===== src/rtl/datapath_pkg.sv =====
// Shared types for the G-unit issue scheduler: queue entry layout and tag constants.
package datapath_pkg;

  localparam int G_DEPTH = 4;
  localparam int G_TAG_W = 5;
  localparam int G_OP_W  = 32;

  localparam logic [G_TAG_W-1:0] TAG_READY = '0;

  // Field widths are fixed here, so the scheduler's TAG_W/OP_W must match G_TAG_W/G_OP_W.
  typedef struct packed {
    logic              valid;
    logic              spec;
    logic [G_OP_W-1:0] op;
    logic [G_TAG_W-1:0] t1;
    logic [G_TAG_W-1:0] t2;
    logic [G_TAG_W-1:0] t3;
  } fust_g_sched_entry_t;

endpackage


===== src/rtl/fust_g_sched_wakeup.sv =====
// Clears any of one op's three producer tags that match the current writeback broadcast.
module fust_g_sched_wakeup
  import datapath_pkg::*;
#(
  parameter int TAG_W = G_TAG_W
) (
  input  logic             wb_valid_i,
  input  logic [TAG_W-1:0] wb_tag_i,
  input  logic [TAG_W-1:0] t1_i,
  input  logic [TAG_W-1:0] t2_i,
  input  logic [TAG_W-1:0] t3_i,
  output logic [TAG_W-1:0] t1_o,
  output logic [TAG_W-1:0] t2_o,
  output logic [TAG_W-1:0] t3_o
);

  // Tag 0 already means "ready", so a zero broadcast must never match anything.
  logic hitEn;
  assign hitEn = wb_valid_i && (wb_tag_i != '0);

  assign t1_o = (hitEn && (t1_i == wb_tag_i)) ? '0 : t1_i;
  assign t2_o = (hitEn && (t2_i == wb_tag_i)) ? '0 : t2_i;
  assign t3_o = (hitEn && (t3_i == wb_tag_i)) ? '0 : t3_i;

endmodule


===== src/rtl/fust_g_sched.sv =====
// Issue scheduler for the G unit: collapsing age-ordered queue, tag wakeup,
// oldest-ready select with a sticky offer lock, and speculative flush/resolve.
module fust_g_sched
  import datapath_pkg::*;
#(
  parameter int DEPTH = G_DEPTH,
  parameter int TAG_W = G_TAG_W,
  parameter int OP_W  = G_OP_W,
  parameter int CNT_W = $clog2(DEPTH + 1)
) (
  input  logic             CLK,
  input  logic             nRST,
  input  logic             en,
  input  logic [OP_W-1:0]  op_in,
  input  logic             spec_in,
  input  logic [TAG_W-1:0] t1_in,
  input  logic [TAG_W-1:0] t2_in,
  input  logic [TAG_W-1:0] t3_in,
  output logic             full,
  output logic [CNT_W-1:0] count,
  input  logic             wb_valid,
  input  logic [TAG_W-1:0] wb_tag,
  input  logic             flush,
  input  logic             resolve,
  output logic             disp_valid,
  input  logic             disp_ready,
  output logic [OP_W-1:0]  disp_op,
  output logic             disp_spec
);

  localparam int IDX_W = (DEPTH > 1) ? $clog2(DEPTH) : 1;

  fust_g_sched_entry_t entries_q [DEPTH];
  fust_g_sched_entry_t entries_d [DEPTH];
  fust_g_sched_entry_t incoming;

  logic [CNT_W-1:0] count_q, count_d;
  logic             lock_valid_q, lock_valid_d;
  logic [IDX_W-1:0] lock_idx_q, lock_idx_d;

  logic [TAG_W-1:0] wkT1 [DEPTH+1];
  logic [TAG_W-1:0] wkT2 [DEPTH+1];
  logic [TAG_W-1:0] wkT3 [DEPTH+1];

  logic [DEPTH-1:0] ready;
  logic [IDX_W-1:0] sel;
  logic             offer;
  logic             deq;
  logic             accept;
  logic [CNT_W-1:0] wr;

  for (genvar i = 0; i < DEPTH; i++) begin : g_wake
    fust_g_sched_wakeup #(.TAG_W(TAG_W)) u_wake (
      .wb_valid_i (wb_valid),
      .wb_tag_i   (wb_tag),
      .t1_i       (entries_q[i].t1),
      .t2_i       (entries_q[i].t2),
      .t3_i       (entries_q[i].t3),
      .t1_o       (wkT1[i]),
      .t2_o       (wkT2[i]),
      .t3_o       (wkT3[i])
    );

    assign ready[i] = entries_q[i].valid && (entries_q[i].t1 == TAG_READY) &&
                      (entries_q[i].t2 == TAG_READY) && (entries_q[i].t3 == TAG_READY);
  end

  // Bypass path so an op enqueued during its producer's writeback still wakes up.
  fust_g_sched_wakeup #(.TAG_W(TAG_W)) u_wake_in (
    .wb_valid_i (wb_valid),
    .wb_tag_i   (wb_tag),
    .t1_i       (t1_in),
    .t2_i       (t2_in),
    .t3_i       (t3_in),
    .t1_o       (wkT1[DEPTH]),
    .t2_o       (wkT2[DEPTH]),
    .t3_o       (wkT3[DEPTH])
  );

  always_comb begin
    sel   = '0;
    offer = 1'b0;
    if (lock_valid_q) begin
      sel   = lock_idx_q;
      offer = 1'b1;
    end else begin
      for (int i = DEPTH - 1; i >= 0; i--) begin
        if (ready[i]) begin
          sel   = IDX_W'(i);
          offer = 1'b1;
        end
      end
    end
  end

  assign disp_valid = offer && !(flush && entries_q[sel].spec);
  assign disp_op    = offer ? entries_q[sel].op : '0;
  assign disp_spec  = offer ? entries_q[sel].spec : 1'b0;
  assign deq        = disp_valid && disp_ready;
  assign full       = (count_q == CNT_W'(DEPTH));
  assign count      = count_q;
  assign accept     = en && !full && !(flush && spec_in);

  always_comb begin
    incoming       = '0;
    incoming.valid = 1'b1;
    incoming.spec  = spec_in && !resolve;
    incoming.op    = op_in;
    incoming.t1    = wkT1[DEPTH];
    incoming.t2    = wkT2[DEPTH];
    incoming.t3    = wkT3[DEPTH];
  end

  // Survivors are packed down in age order; the offered entry's new slot is
  // recorded so a held offer follows it through the collapse.
  always_comb begin
    for (int i = 0; i < DEPTH; i++) begin
      entries_d[i] = '0;
    end
    wr           = '0;
    lock_valid_d = disp_valid && !disp_ready;
    lock_idx_d   = '0;
    for (int i = 0; i < DEPTH; i++) begin
      if (entries_q[i].valid && !(flush && entries_q[i].spec) &&
          !(deq && (IDX_W'(i) == sel))) begin
        entries_d[wr[IDX_W-1:0]].valid = 1'b1;
        entries_d[wr[IDX_W-1:0]].spec  = entries_q[i].spec && !resolve;
        entries_d[wr[IDX_W-1:0]].op    = entries_q[i].op;
        entries_d[wr[IDX_W-1:0]].t1    = wkT1[i];
        entries_d[wr[IDX_W-1:0]].t2    = wkT2[i];
        entries_d[wr[IDX_W-1:0]].t3    = wkT3[i];
        if (IDX_W'(i) == sel) begin
          lock_idx_d = wr[IDX_W-1:0];
        end
        wr = wr + CNT_W'(1);
      end
    end
    if (accept) begin
      entries_d[wr[IDX_W-1:0]] = incoming;
      wr = wr + CNT_W'(1);
    end
    count_d = wr;
  end

  always_ff @(posedge CLK or negedge nRST) begin
    if (!nRST) begin
      for (int i = 0; i < DEPTH; i++) begin
        entries_q[i] <= '0;
      end
      count_q      <= '0;
      lock_valid_q <= 1'b0;
      lock_idx_q   <= '0;
    end else begin
      for (int i = 0; i < DEPTH; i++) begin
        entries_q[i] <= entries_d[i];
      end
      count_q      <= count_d;
      lock_valid_q <= lock_valid_d;
      lock_idx_q   <= lock_idx_d;
    end
  end

endmodule

===== config.mk =====
export PLATFORM = sky130hd
export DESIGN_NAME = fust_g_sched
export DESIGN_NICKNAME = d
export VERILOG_FILES = /design/src/rtl/datapath_pkg.sv /design/src/rtl/fust_g_sched_wakeup.sv /design/src/rtl/fust_g_sched.sv
export SDC_FILE = /design/constraint.sdc
export NUM_CORES = 1
export LEC_CHECK = 0
export ABC_AREA = 1
export CAP_MARGIN = 20
export CORE_MARGIN = 2
export CORE_UTILIZATION = 35
export CTS_BUF_LIST = sky130_fd_sc_hd__clkbuf_4 sky130_fd_sc_hd__clkbuf_8 sky130_fd_sc_hd__clkbuf_16
export DETAILED_ROUTE_END_ITERATION = 10
export GPL_TIMING_DRIVEN = 0
export SYNTH_ARGS = -nofsm -noshare
export SYNTH_HDL_FRONTEND = slang
export SYNTH_SLANG_ARGS = --single-unit

===== constraint.sdc =====
create_clock -name CLK -period 4.8 [get_ports CLK]
set_clock_uncertainty 0.15 [all_clocks]
set_input_delay 0.72 -clock CLK [delete_from_list [all_inputs] [get_ports CLK]]
set_output_delay 0.72 -clock CLK [all_outputs]
set_load 0.005 [all_outputs]

Word level (Yosys, flattened, before mapping)
Cells that the tools add are included.
{ "op_classes": {"n_reduce_logical": 87, "n_addsub": 4, "n_mux": 103, "eq_ne": 19, "order_cmp": 9, "bitwise": 5} }
{ "op_table": {"columns": ["operator", "n"], "rows": [
  ["196-bit bitwise mux", 19],
  ["49-bit demux with 2-bit select", 19],
  ["196-bit 2-to-1 mux", 4],
  ["49-bit 2-to-1 mux", 5],
  ["48-bit 2-to-1 mux", 5],
  ["47-bit 2-to-1 mux", 3],
  ["49-bit binary-select mux with 2-bit select", 1],
  ["5-bit 2-to-1 mux", 18],
  ["5-bit == test", 15],
  ["1-bit logical AND", 60],
  ["5-bit logical NOT", 12],
  ["15-bit 2-to-1 mux", 3],
  ["32-bit 2-to-1 mux", 1],
  ["10-bit 2-to-1 mux", 3],
  ["2-bit 2-to-1 mux", 11],
  ["3-bit >= comparator, second input constant", 5],
  ["2-bit NOT with 3-bit output", 5],
  ["1-bit logical NOT", 13],
  ["3-bit by 1-bit adder with 3-bit output, second input constant", 4],
  ["3-bit by 1-bit less-than comparator with 1-bit output, second input constant", 4],
  ["3-bit 2-to-1 mux", 4],
  ["1-bit 2-to-1 mux", 7],
  ["5-bit nonzero test", 1],
  ["2-bit == test, first input constant", 2],
  ["3 further kinds", 3]
]} }
{ "word_totals": {"regBits": 202, "out_inout_bits": 38, "wordCells": 254, "inputBits": 60} }

Logic depth before layout (Yosys ltp)
{ "logic_depth": {"depth_word": 49, "ltp_mapped": 34, "mapped_depth_nobuf": 30} }

Modules after synthesis
Synthesis repeated with hierarchy kept, for this count alone.
{ "unflattened": {"hier_cells": 2907, "area_unflattened_um2": 16637.2} }
{ "by_module_without_submodules": {"columns": ["mod", "seq_area_each_um2", "area_per_inst_um2", "n_inst", "cells_each"], "rows": [
  ["fust_g_sched", 5054.8, 14804.2, 1, 2467],
  ["fust_g_sched_wakeup", 0.0, 366.6, 5, 88]
]} }

Worst setup path before layout
OpenSTA, ideal clock, no wires.
{ "synth_path": {"path_type": "register to register", "startpoint": "register entries_q[0] in the netlist's numbering", "endpoint": "register entries_q[195] in the netlist's numbering", "synth_period_minus_slack_ns": 4.621, "setup_slack_ns": 0.179, "path_stages_with_launch": 31, "required_ns": 4.513, "arrival_ns": 4.334, "n_path_buf": 5, "setup_time_ns": 0.137, "path_cell_list": "dfrtp_1 > inv_2 > nand2_1 > nor2_1 > nand2_1 > nor2_1 > nand2_1 > nand2_1 > nand2_2 > nand2_1 > nand2_1 > nand2_1 > nand3_2 > nand4_1 > nand2_1 > buf_4 > buf_2 > ha_1 > clkbuf_1 > nand2_2 > nand2_1 > inv_1 > ha_1 > inv_1 > o21ai_0 > inv_1 > ha_1 > nand2_1 > clkbuf_1 > clkbuf_1 > nand4_1"} }
{ "synth_rtl": {"columns": ["item", "line_no", "source"], "rows": [
  ["start, declared", "fust_g_sched.sv:33", "fust_g_sched_entry_t entries_q [DEPTH];"],
  ["start signal, assigned by index", "fust_g_sched.sv:155", "entries_q[i] <= entries_d[i];"]
]} }

Worst setup path after layout
{ "layout_path": {"startpoint": "register entries_q[62] in the netlist's numbering", "endpoint": "output port disp_op[18]"} }
{ "layout_via": {"elab_chain_cells": 13, "word_cells_on_any_way": 17, "cone_classes": "12 x mux; 1 x bitwise; 4 x reduce/logical"} }
{ "layout_rtl": {"columns": ["item", "line_no", "source"], "rows": [
  ["5-bit logical NOT *", "fust_g_sched.sv:64", "assign ready[i] = entries_q[i].valid && (entries_q[i].t1 == TAG_READY) &&"],
  ["1-bit logical AND * (2 in a row)", "fust_g_sched.sv:64", null],
  ["1-bit logical AND *", "fust_g_sched.sv:65", "(entries_q[i].t2 == TAG_READY) && (entries_q[i].t3 == TAG_READY);"],
  ["2-bit 2-to-1 mux (3 in a row)", "fust_g_sched.sv:88", "if (ready[i]) begin"],
  ["2-bit 2-to-1 mux", "fust_g_sched.sv:83", "if (lock_valid_q) begin"],
  ["2-bit NOT with 3-bit output (implied by the code)", "fust_g_sched.sv:97", "assign disp_op = offer ? entries_q[sel].op : '0;"],
  ["49-bit binary-select mux with 2-bit select", "fust_g_sched.sv:97", null],
  ["48-bit 2-to-1 mux (2 in a row)", null, null],
  ["32-bit 2-to-1 mux *", "fust_g_sched.sv:97", null],
  ["end, declared", "fust_g_sched.sv:27", "output logic [OP_W-1:0] disp_op,"]
]} }
Every way passes the cells marked *; elsewhere a longest branch is shown, timed or not. The select of a mux whose other input is x is not followed.

==> summary.md <==
| Metric | Value |
|---|---|
| Area Overhead vs Synth | `20.9%` |
| Clock buffer depth | `3` |
| CP arrival | `3940 ps` |
| # clock sinks | `just over 200` |
| Yosys warns | `0` |
| Setup TNS | `-13.7 ps` |
| Grt total ovfl | `0` |
| Fin crit share | `100%` |
| Peak fanout along the critical path | `11` |
| Min Tclk post-route | `4810 ps` |
| Sequential Power Share | `20.2%` |
| Initial Util | `35.4%` |
| Synthesized Nets | `about 2900` |
| Die H | `223 um` |
| Worst slew margin relative to its limit | `17.4%` |
| Initial antenna violation count | `0` |
| CORE AREA | `47600 um^2` |
| Outcome | `finished with violations` |
| Top cell type's share of synthesized area | `30.0%` |
| Static leakage | `10.4 nW` |
| Post-Synthesis Cells | `2799` |
| Avg WL per Cell | `approximately 26 um` |
| Iter 0 DRT Violations | `3076` |
| Num rows | `80` |
| Vias in the first global route | `18700` |
| Synth Flop Type | `dfrtp_1` |
| Nets | `3020` |
| Die area | `49900 um^2` |
| Hold Slack | `467 ps` |
| H-tree depth | `1` |
| Area leader, netlist | `dfrtp_1` |
| Max Cap Viol | `0` |
| Post-synth top cells | `nand2_1 (706), inv_1 (443), nor2_1 (419)` |
| Clk pwr share | `roughly 14%` |
| Die X | `223 um` |
| Final hold vios | `0` |
| Mapped cell area | `16800 um^2` |
| CTS tree | `yes` |
| CTS buffer count | `29` |
| Most common cell in the netlist | `nand2_1` |
| Launching element type of the critical path | `flip-flop` |
| FMAX | `208 MHz` |
| WP data required | `slightly below 4000 ps` |
| Internal power | `~0.007 W` |
| Input/output buffers | `91` |
| Element type at the critical path end | `output pin` |
| Largest net degree at the start of global routing | `82` |
| Ports | `between 90 and 100` |
| Finished Layout Cells | `3587` |
| Async SR Flop Fraction | `100%` |
| Number of synthesized flops with an enable pin | `0` |
| Antenna Nets Post-Route | `0` |
| Maximum vdd ir drop | `0.565 mV` |
| Clock latency on the worst-skew pair | `620 ps` |
| Final HPWL DP | `69400 um` |
| Top post-synthesis cells by area | `dfrtp_1 (30%), nand2_1 (16%), inv_1 (9.9%)` |
| Tightest Hold Check Type | `in2async` |
| Vias per inst | `5.66` |
| Final setup fails | `1` |
| GP Congestion | `1.02` |
| Number of synthesized register bits | `202` |
| Crit path kind | `reg2out` |
| DRC | `0` |
| Clock-pin slew on the worst setup and hold paths | `60 ps` |
| Placed cell count | `3507` |
| Vias | `20300` |
| All-Layer GR Usage | `roughly 37%` |
| Yosys cell types | `38` |
| Comb power frac | `between 60% and 70%` |
| Layout cells sized above 1 | `10.0%` |
| Drt first pass iters | `7` |
| PwrDens | `about 800 nW/um^2` |
| Final wirelength | `95000 um` |
| Seq/Total Area, Yosys | `30.0%` |
| Failing checks | `negative setup slack` |
| Clock root buffer | `clkbuf_16` |
| Worst-margin pin slew | `1240 ps` |
| Fin. max-slew vios | `0` |
| NetSw | `~0.0096 W` |
| First-pass GRT wire length | `133000 um` |
| PnR worst setup slack | `-13.7 ps` |
| Mean area per synthesized cell | `between 6 and 7 um^2` |
| Switching Share | `57.8%` |
[worst max-delay path, stage by stage (launching register included)]
cell	delay (ps)
dfrtp_1	430
nor2_1	120
nand2_1	70
nor2_1	130
nand2_1	120
nand2_1	120
nand2_2	90
nand2_2	110
inv_2	70
nor2_2	400
clkbuf_2	560
a22oi_1	160
a21oi_1	360
clkdlybuf4s50_1	580
[state kept, by name, indices dropped and copies added (netlist names)]
signal and flops:
lock_valid_q 1, lock_idx_q 2, count 3, entries_q 196
[layout make-up]
| class | instances | area (um^2) |
|---|---|---|
| Timing Repair Buffer | 122 | 1240 |
| Buffer | 195 | 1170 |
| Sequential cell | 202 | 5060 |
| Clock buffer | 39 | 832 |
| Fill cell | 5174 | 27300 |
| Clock inverter | 15 | 176 |
| Tap cell | 615 | 769 |
| Antenna cell | 1 | 2.50 |
| Inverter | 468 | 1770 |
| Multi-Input combinational cell | 1930 | 9350 |
[per-stage QoR]
stage	cell area [um^2]	util, %	power, W	setup slack, ps
after CTS	20000	42.1	0.0156	-13.0
after global placement	18500	38.9	0.0127	-6760
final	20400	42.7	0.0166	-13.7
after floorplan	16800	-	0.00850	179
after detailed placement	18600	39.0	0.0128	-2460
after global routing	20400	42.7	0.0172	-5.14
[cells in the final DEF (no fill, tap or decap), types with 23 or more instances in the layout]
master / instances
nor2_1: 410
o21ai_1: 23
inv_1: 439
dfrtp_1: 201
nand4_1: 183
buf_2: 60
inv_2: 26
xor2_1: 54
nand2_1: 690
clkbuf_16: 31
clkdlybuf4s50_1: 90
clkbuf_1: 56
nand3_1: 172
a21oi_1: 107
a22oi_1: 64
o21ai_0: 95
buf_4: 42
[metal layers]
layer | part of all wire [%] | up-vias | global-route usage (%)
met5 | 0.097 | - | 1.37
met4 | 5.9 | 2 | 18.8
met3 | 14 | 326 | 11.1
met2 | 41 | 1411 | 53.4
met1 | 40 | 9478 | 49.8
li1 | - | 9075 | -
[power groups by stage]
stage                     Sequential (W)  Clock (W)  Combinational, W
after global routing             0.00337    0.00242            0.0115
after global placement           0.00327          0           0.00945
final                            0.00335    0.00234            0.0109
after detailed placement         0.00329          0           0.00951
after CTS                        0.00326    0.00235           0.00999
after floorplan                  0.00291          0           0.00559
[final timing paths]
path                                from        endpoint  slack [ps]  cells past startpoint
min                                 nRST   entries_q[11]         470                      2
min reg2reg                entries_q[72]   entries_q[72]         470                      2
min in group CLK           entries_q[72]   entries_q[72]         470                      2
max in group asynchronous           nRST  entries_q[102]        3170                      3
max                        entries_q[62]     disp_op[18]         -10                     13
max reg2reg                entries_q[14]   entries_q[62]         130                     28
[repair_timing]
item	CTS	global route
hold buffers	1	0
endpoints found under the hold margin	42	0
pin swaps	4	18
setup endpoints to repair	228	201
setup buffers	6	19
gates cloned	1	2
gates resized for setup	135	73
[cells by family (layout without fill, tap and decap cells)]
| family | count (synthesis) | in the layout | share of synthesized area (%) |
|---|---|---|---|
| adder cells (fa/ha/maj) | 12 | 12 | 0.891 |
| AND/OR/NAND/NOR | 1542 | 1542 | 39.5 |
| other | 0 | 1 | 0 |
| buffers and inverters | 667 | 839 | 15.7 |
| AO/OA/AOI/OAI | 301 | 301 | 10.0 |
| XOR/XNOR | 75 | 75 | 3.90 |
| flip-flops | 202 | 202 | 30.0 |
Power figures use the tool's default switching activity.
